<file path="config.mk">
export PLATFORM = sky130hd
export DESIGN_NAME = rv_stream_rr_arbiter
export DESIGN_NICKNAME = d
export VERILOG_FILES = /design/src/rtl/rv_stream_rr_arbiter.sv
export SDC_FILE = /design/constraint.sdc
export NUM_CORES = 1
export LEC_CHECK = 0
export BUFFER_PORTS_ARGS = -buffer_cell sky130_fd_sc_hd__buf_2
export CAP_MARGIN = 20
export CORE_ASPECT_RATIO = 1.1
export CORE_MARGIN = 10
export CORE_UTILIZATION = 35
export CTS_CLUSTER_DIAMETER = 120
export DETAILED_ROUTE_END_ITERATION = 8
export PLACE_DENSITY = 0.66
export SETUP_SLACK_MARGIN = 0.15
export SLEW_MARGIN = 20
export SYNTH_ARGS = -nofsm -noshare
export SYNTH_HDL_FRONTEND = slang
export SYNTH_SLANG_ARGS = --single-unit
</file>
<file path="constraint.sdc">
create_clock -name clk -period 5.5 [get_ports clk]
set_input_delay 0.825 -clock clk [delete_from_list [all_inputs] [get_ports clk]]
set_output_delay 0.825 -clock clk [all_outputs]
set_load 0.1 [all_outputs]
</file>
<file path="src/rtl/rv_stream_rr_arbiter.sv">
// N-to-1 round-robin stream arbiter with packet locking.
// The granted beat lands in a main register backed by one skid entry, so ready_in never depends on ready_out.
module rv_stream_rr_arbiter #(
  parameter int NUM_REQS     = 4,
  parameter int DATAW        = 8,
  parameter int LOG_NUM_REQS = (NUM_REQS > 1) ? $clog2(NUM_REQS) : 1
) (
  input  logic                      clk,
  input  logic                      reset,
  input  logic [NUM_REQS-1:0]       valid_in,
  input  logic [NUM_REQS*DATAW-1:0] data_in,
  input  logic [NUM_REQS-1:0]       last_in,
  output logic [NUM_REQS-1:0]       ready_in,
  output logic                      valid_out,
  output logic [DATAW-1:0]          data_out,
  output logic                      last_out,
  output logic [LOG_NUM_REQS-1:0]   sel_out,
  input  logic                      ready_out
);

  typedef logic [LOG_NUM_REQS-1:0] idx_t;

  idx_t             rr_ptr;
  idx_t             lock_idx;
  logic             locked;

  logic             skid_valid;
  logic [DATAW-1:0] skid_data;
  logic             skid_last;
  idx_t             skid_sel;

  logic             gnt_valid;
  idx_t             gnt_idx;
  logic [DATAW-1:0] gnt_data;
  logic             gnt_last;
  logic             push;
  logic             pop;

  // (base + ofs) mod NUM_REQS for ofs < NUM_REQS; works for non-power-of-two counts.
  function automatic idx_t rot_idx(input idx_t base, input int ofs);
    int sum;
    sum = int'(base) + ofs;
    if (sum >= NUM_REQS) sum = sum - NUM_REQS;
    return idx_t'(sum);
  endfunction

  // Scanning from the far end lets the candidate closest to rr_ptr overwrite the others.
  always_comb begin
    gnt_valid = 1'b0;
    gnt_idx   = '0;
    if (locked) begin
      gnt_valid = valid_in[lock_idx];
      gnt_idx   = lock_idx;
    end else begin
      for (int k = NUM_REQS - 1; k >= 0; k--) begin
        if (valid_in[rot_idx(rr_ptr, k)]) begin
          gnt_valid = 1'b1;
          gnt_idx   = rot_idx(rr_ptr, k);
        end
      end
    end
  end

  assign gnt_data = data_in[int'(gnt_idx)*DATAW +: DATAW];
  assign gnt_last = last_in[gnt_idx];

  assign push = gnt_valid & ~skid_valid;
  assign pop  = valid_out & ready_out;

  always_comb begin
    ready_in = '0;
    if (gnt_valid && !skid_valid && reset) ready_in[gnt_idx] = 1'b1;
  end

  always_ff @(posedge clk or negedge reset) begin
    if (!reset) begin
      rr_ptr   <= '0;
      locked   <= 1'b0;
      lock_idx <= '0;
    end else if (push) begin
      if (gnt_last) begin
        locked <= 1'b0;
        rr_ptr <= rot_idx(gnt_idx, 1);
      end else begin
        locked   <= 1'b1;
        lock_idx <= gnt_idx;
      end
    end
  end

  // The skid entry only fills while the main register is held, so it always drains first.
  always_ff @(posedge clk or negedge reset) begin
    if (!reset) begin
      valid_out  <= 1'b0;
      data_out   <= '0;
      last_out   <= 1'b0;
      sel_out    <= '0;
      skid_valid <= 1'b0;
      skid_data  <= '0;
      skid_last  <= 1'b0;
      skid_sel   <= '0;
    end else if (pop || !valid_out) begin
      if (skid_valid) begin
        valid_out  <= 1'b1;
        data_out   <= skid_data;
        last_out   <= skid_last;
        sel_out    <= skid_sel;
        skid_valid <= 1'b0;
      end else if (push) begin
        valid_out <= 1'b1;
        data_out  <= gnt_data;
        last_out  <= gnt_last;
        sel_out   <= gnt_idx;
      end else begin
        valid_out <= 1'b0;
      end
    end else if (push) begin
      skid_valid <= 1'b1;
      skid_data  <= gnt_data;
      skid_last  <= gnt_last;
      skid_sel   <= gnt_idx;
    end
  end

endmodule

</file>
==> reports/metrics.yaml, run 1 <==
run_status: "finished, final reports clean"
synth_cell_type_count: 43
startpoint_type: "primary input"
postRouteAntennaNets: 0
dieHeight_um: 95.3
slew_headroom_pct: 46.5
rows: 27
ios: 59
antenna_found_initial: 0
max_cap_violations: 0
setup_tns_ps: 0
ctsHtreeMaxLevel: 2
layout-drive-gt1-share_pct: 32.8
dp.cells: 297
hold_buffers: 0
drv_slew: 0
rsz0062_at_grt: "false"
setup_viol: 0
syn_avg_cell_area_sq_um: 9.40
ys_seq_area_share_pct: 40.2
port_buffers: 58
postCtsSetupRepairBufs: 0
cts-buffers-inserted: 5
clock_latency_ps: 280
clk_pin_slew_ps: 50
root_buffer: "clkbuf_8"
critPathMaxFanout: 15
dp_hpwl_um: 3780
grt_pass1_vias: 1728
fin_crit_ps: 3870
finClkSkew_ps: 10.6
grt-ovfl-total: 0
hold_class: "flop to flop"
routed_wl_um: 4950
diodes: 0
grt_max_degree: 34
worstPathRequired_ps: 4680
synth_edf_count: 0
cts_resized: 0
synth_seq_cells: 29
synth_cells: 192
die_x_um: 88.5
hold_depth: 2
netlist_area_sq_um: 1810
routed_via_density: 5.44
ys.flop_type: "dfrtp_1"
reg2regPathDepth: 7
grt_pass1_wl_um: 8090
clockBufferDepth: 2
vias: 1658
start_util_pct: 36.1
yosys_warnings: 0
grt_use_total_pct: 12.2
crit_path_end_kind: "primary output"
first_pass_iters: 6
cts_tree: "done"
layout_common_cells: "58 x buf_2, 29 x dfrtp_1, 18 x nand2_1, 17 x a211oi_1, 17 x nor2b_1"
fmax_ghz: 0.259
area_growth_pct: 23.6
final_cells: 305
gp_congestion: 0.873
hold_viol_final: 0
synth-async-reset-ratio_pct: 100
synth_nets: 239
fin_crit_sh_pct: 70.3
nNetsFinal: 293
wl_per_cell_um: 16.2
drt_iter0_drc: 82
clkSinkCount: 29
core_area_sq_um: 5000
crit_type: "primary input to primary output"
die_area_sq_um: 8430
final_common_cell: "buf_2"
worstMarginPinSlew_ps: 803
cp.arrival_ps: 3040
drc_errors: 0
==> synth_stat cells (2+ instances only) <==
| cell type | n | share of area [%] |
|---|---|---|
| o21ai_0 | 9 | 2.5 |
| a31oi_1 | 2 | 0.69 |
| inv_1 | 6 | 1.2 |
| nand2_1 | 18 | 3.7 |
| clkbuf_1 | 5 | 1.0 |
| dfrtp_1 | 29 | 40 |
| nand2b_1 | 2 | 0.69 |
| a21oi_1 | 6 | 1.7 |
| o31ai_1 | 10 | 4.2 |
| buf_2 | 7 | 1.9 |
| nand3_1 | 2 | 0.55 |
| ha_1 | 4 | 2.8 |
| o31ai_2 | 6 | 4.2 |
| a211oi_1 | 17 | 7.1 |
| a22oi_1 | 8 | 3.3 |
| mux2_2 | 2 | 1.2 |
| and3_1 | 4 | 1.4 |
| or3_1 | 2 | 0.69 |
| nor3_1 | 6 | 1.7 |
| nor2b_1 | 17 | 5.9 |
| nor2_1 | 7 | 1.5 |
| o2bb2ai_1 | 2 | 0.97 |
==> through the flow <==
step / instance area [sq um] / setup slack, ps / hold slack (ps) / util, %
6_report: 2230 / 1630 / 469 / 44.6
5_1_grt: 2230 / 1400 / 506 / 44.6
4_1_cts: 2230 / 1630 / 479 / 44.6
3_5_place_dp: 2130 / 1640 / 467 / 42.6
3_3_place_gp: 2130 / 1680 / 463 / 42.6
2_1_floorplan: 1810 / 1960 / 449 / -
==> flip-flops by register name (all words and copies together), names as in the netlist <==
| name | count |
|---|---|
| data_out | 8 |
| skid_data | 8 |
| locked | 1 |
| last_out | 1 |
| sel_out | 2 |
| lock_idx | 2 |
| valid_out | 1 |
| skid_last | 1 |
| skid_valid | 1 |
| rr_ptr | 2 |
| skid_sel | 2 |
==> critical path, stage by stage <==
cell	delay, ps
buf_2	140
nor3b_1	240
a211oi_1	90
or3_1	350
nand2_1	440
inv_2	260
ha_1	240
and3_1	150
buf_2	280
==> kinds of logic (layout without fill, tap and decap cells) <==
logic type	after synthesis	after routing	share of synthesized area (%)
compound gates	68	68	28.3
fa+ha+maj	4	4	2.77
buf+inv	21	76	5.27
flops	29	29	40.2
mux	6	6	4.64
simple gates	64	64	18.8
==> layout make-up <==
type	instances	area, sq um
Fill cell	502	2770
Timing Repair Buffer	61	313
Multi-Input combinational cell	142	992
Clock buffer	7	96.3
Tap cell	58	72.6
Sequential cell	29	726
Inverter	7	26.3
Clock inverter	1	5.00
==> routing by layer <==
| metal | wire length, um | global-route usage, % | vias up |
|---|---|---|---|
| met5 | 0 | 0 | - |
| met1 | 2240 | 14.5 | 769 |
| met3 | 429 | 4.35 | 9 |
| li1 | - | - | 821 |
| met4 | 104 | 6.74 | 0 |
| met2 | 2180 | 18.7 | 59 |
==> path summary, 6_finish.rpt <==
path,slack (ps),end,from
setup / recovery,1630,ready_in[0],valid_in[3]
hold / removal,470,sel_out[1]$_DFFE_PN0P_,sel_out[1]$_DFFE_PN0P_
setup reg to reg,2510,rr_ptr[1]$_DFFE_PN0P_,rr_ptr[1]$_DFFE_PN0P_
hold reg to reg,470,sel_out[1]$_DFFE_PN0P_,sel_out[1]$_DFFE_PN0P_
max in group asynchronous,4450,data_out[7]$_DFFE_PN0P_,reset
min in group asynchronous,580,locked$_DFFE_PN0P_,reset
Power of run 1 is left out: the tool's default activity adds up to more than one toggle a clock period on the data nets, which glitch-free logic cannot reach.
==> run 2: changes to the inputs <==
==> constraint.sdc (replaced) <==
create_clock -name clk -period 3.8 [get_ports clk]
set_input_delay 0.57 -clock clk [delete_from_list [all_inputs] [get_ports clk]]
set_output_delay 0.57 -clock clk [all_outputs]
set_load 0.1 [all_outputs]
==> run 2 against run 1 <==
Net effect:
- die area did not move
- sequential share of layout area shrank 0.50 points
- worst hold slack got worse by 170 ps
- count of clock-buffer cells in the layout is the same
- via count fell by 1.9%
==> reports/metrics.yaml, run 2 (same netlist as run 1, synthesis figures left out) <==
first_pass_iters: 4
wl_per_cell_um: 15.9
grt_pass1_wl_um: 8120
r2r-end: "rr_ptr[1]$_DFFE_PN0P_"
gp_congestion: 0.911
fin_crit_ps: 3100
r2r_setup_slack_ps: 1250
vias: 1626
grt-ovfl-total: 0
hold_buffers: 0
grt_pass1_vias: 1734
hold_class: "primary input to asynchronous set/reset pin"
drt_iter0_drc: 59
fin_crit_sh_pct: 81.6
clkSinkCount: 29
dieHeight_um: 95.3
cp.arrival_ps: 2530
seq_area_sq_um: 726
drc_errors: 0
fmax_ghz: 0.323
cp_cell_sequence: "and3b_1 > a211oi_1 > or3_1 > nand2_1 > inv_2 > ha_1 > and3_1 > buf_2"
critPathMaxFanout: 15
clk_pin_slew_ps: 70
cts-buffers-inserted: 5
slew_headroom_pct: 58.0
crit_buf_inv: 2
setup_tns_ps: 0
cp_slowest_stage_delay_ps: 450
core_area_sq_um: 5000
diodes: 0
crit_path_end_kind: "primary output"
drv_slew: 0
multi_input_area_sq_um: 997
dp_hpwl_um: 3680
reg.largest.list: "data_out: 8 flops, skid_data: 8 flops"
cp_slowest_cell: "dfrtp_1"
clock_latency_ps: 270
grt_use_total_pct: 12.2
clockBufferDepth: 2
routed_via_density: 5.30
nNetsFinal: 295
max_cap_violations: 0
rows: 27
antenna_found_initial: 0
worstMarginPinSlew_ps: 626
run_status: "finished, final reports clean"
ios: 59
die_area_sq_um: 8430
grt_max_degree: 34
worstPathRequired_ps: 3230
postCtsSetupRepairBufs: 0
reg2reg_from: "rr_ptr[1]$_DFFE_PN0P_"
reg2regPathDepth: 8
layout-drive-gt1-share_pct: 33.3
routed_wl_um: 4880
cts_resized: 0
critical_path.top_delay_family: "simple AND/OR/NAND/NOR gates"
port_buffers: 58
startpoint_type: "flop"
postRouteAntennaNets: 0
root_buffer: "clkbuf_8"
crit_type: "flop to primary output"
finClkSkew_ps: 11.5
die_x_um: 88.5
hold_viol_final: 0
layout_common_cells: "58 x buf_2, 29 x dfrtp_1, 18 x nand2_1, 17 x a211oi_1, 17 x nor2b_1"
setup_viol: 0
start_util_pct: 36.1
area_growth_pct: 25.5
rsz0062_at_grt: "false"
final_common_cell: "buf_2"
fillers: 512
cts_tree: "done"
ctsHtreeMaxLevel: 2
run 2: layout make-up:
type                       count  share of cell area [%]
clock buffer                   7                    3.81
tap                           58                    3.20
multi-input combinational    142                    44.0
timing repair buffer          63                    14.5
sequential                    29                    32.0
clock inverter                 1                    1.33
inverter                       7                    1.16
run 2: how the worst max path moves through the flow:
stage / startpoint / cells past startpoint / to / slack (ps)
2_1_floorplan: valid_in[3] / 7 / ready_in[1] / 770
3_3_place_gp: valid_in[3] / 6 / ready_in[2] / 740
3_5_place_dp: valid_in[3] / 6 / ready_in[2] / 710
4_1_cts: lock_idx[1]$_DFFE_PN0P_ / 5 / ready_in[2] / 580
5_1_grt: rr_ptr[1]$_DFFE_PN0P_ / 8 / ready_in[2] / 520
6_report: rr_ptr[1]$_DFFE_PN0P_ / 8 / ready_in[2] / 700
run 2: per-stage QoR:
step | cells | setup WS [ps] | hold WS [ps] | cell area (sq um) | utilization (%)
global route | 307 | 519 | 315 | 2270 | 45.3
global placement | 299 | 745 | 463 | 2140 | 42.9
CTS | 307 | 581 | 315 | 2260 | 45.2
detailed placement | 299 | 708 | 466 | 2140 | 42.9
floorplan | 192 | 769 | 274 | 1810 | -
finish | 307 | 701 | 297 | 2270 | 45.3
run 2: routing by layer:
metal  global-route usage (%)  routed length [um]  vias to the layer above  share of wire (%)
li1                         -                   -                      826                  -
met1                     14.1                2130                      743                 44
met2                     20.2                2240                       55                 46
met3                     4.61                 460                        2                9.4
met4                     4.45                  47                        0               0.96
met5                        0                   0                        -                  0
Power of run 2 is left out for the same reason.
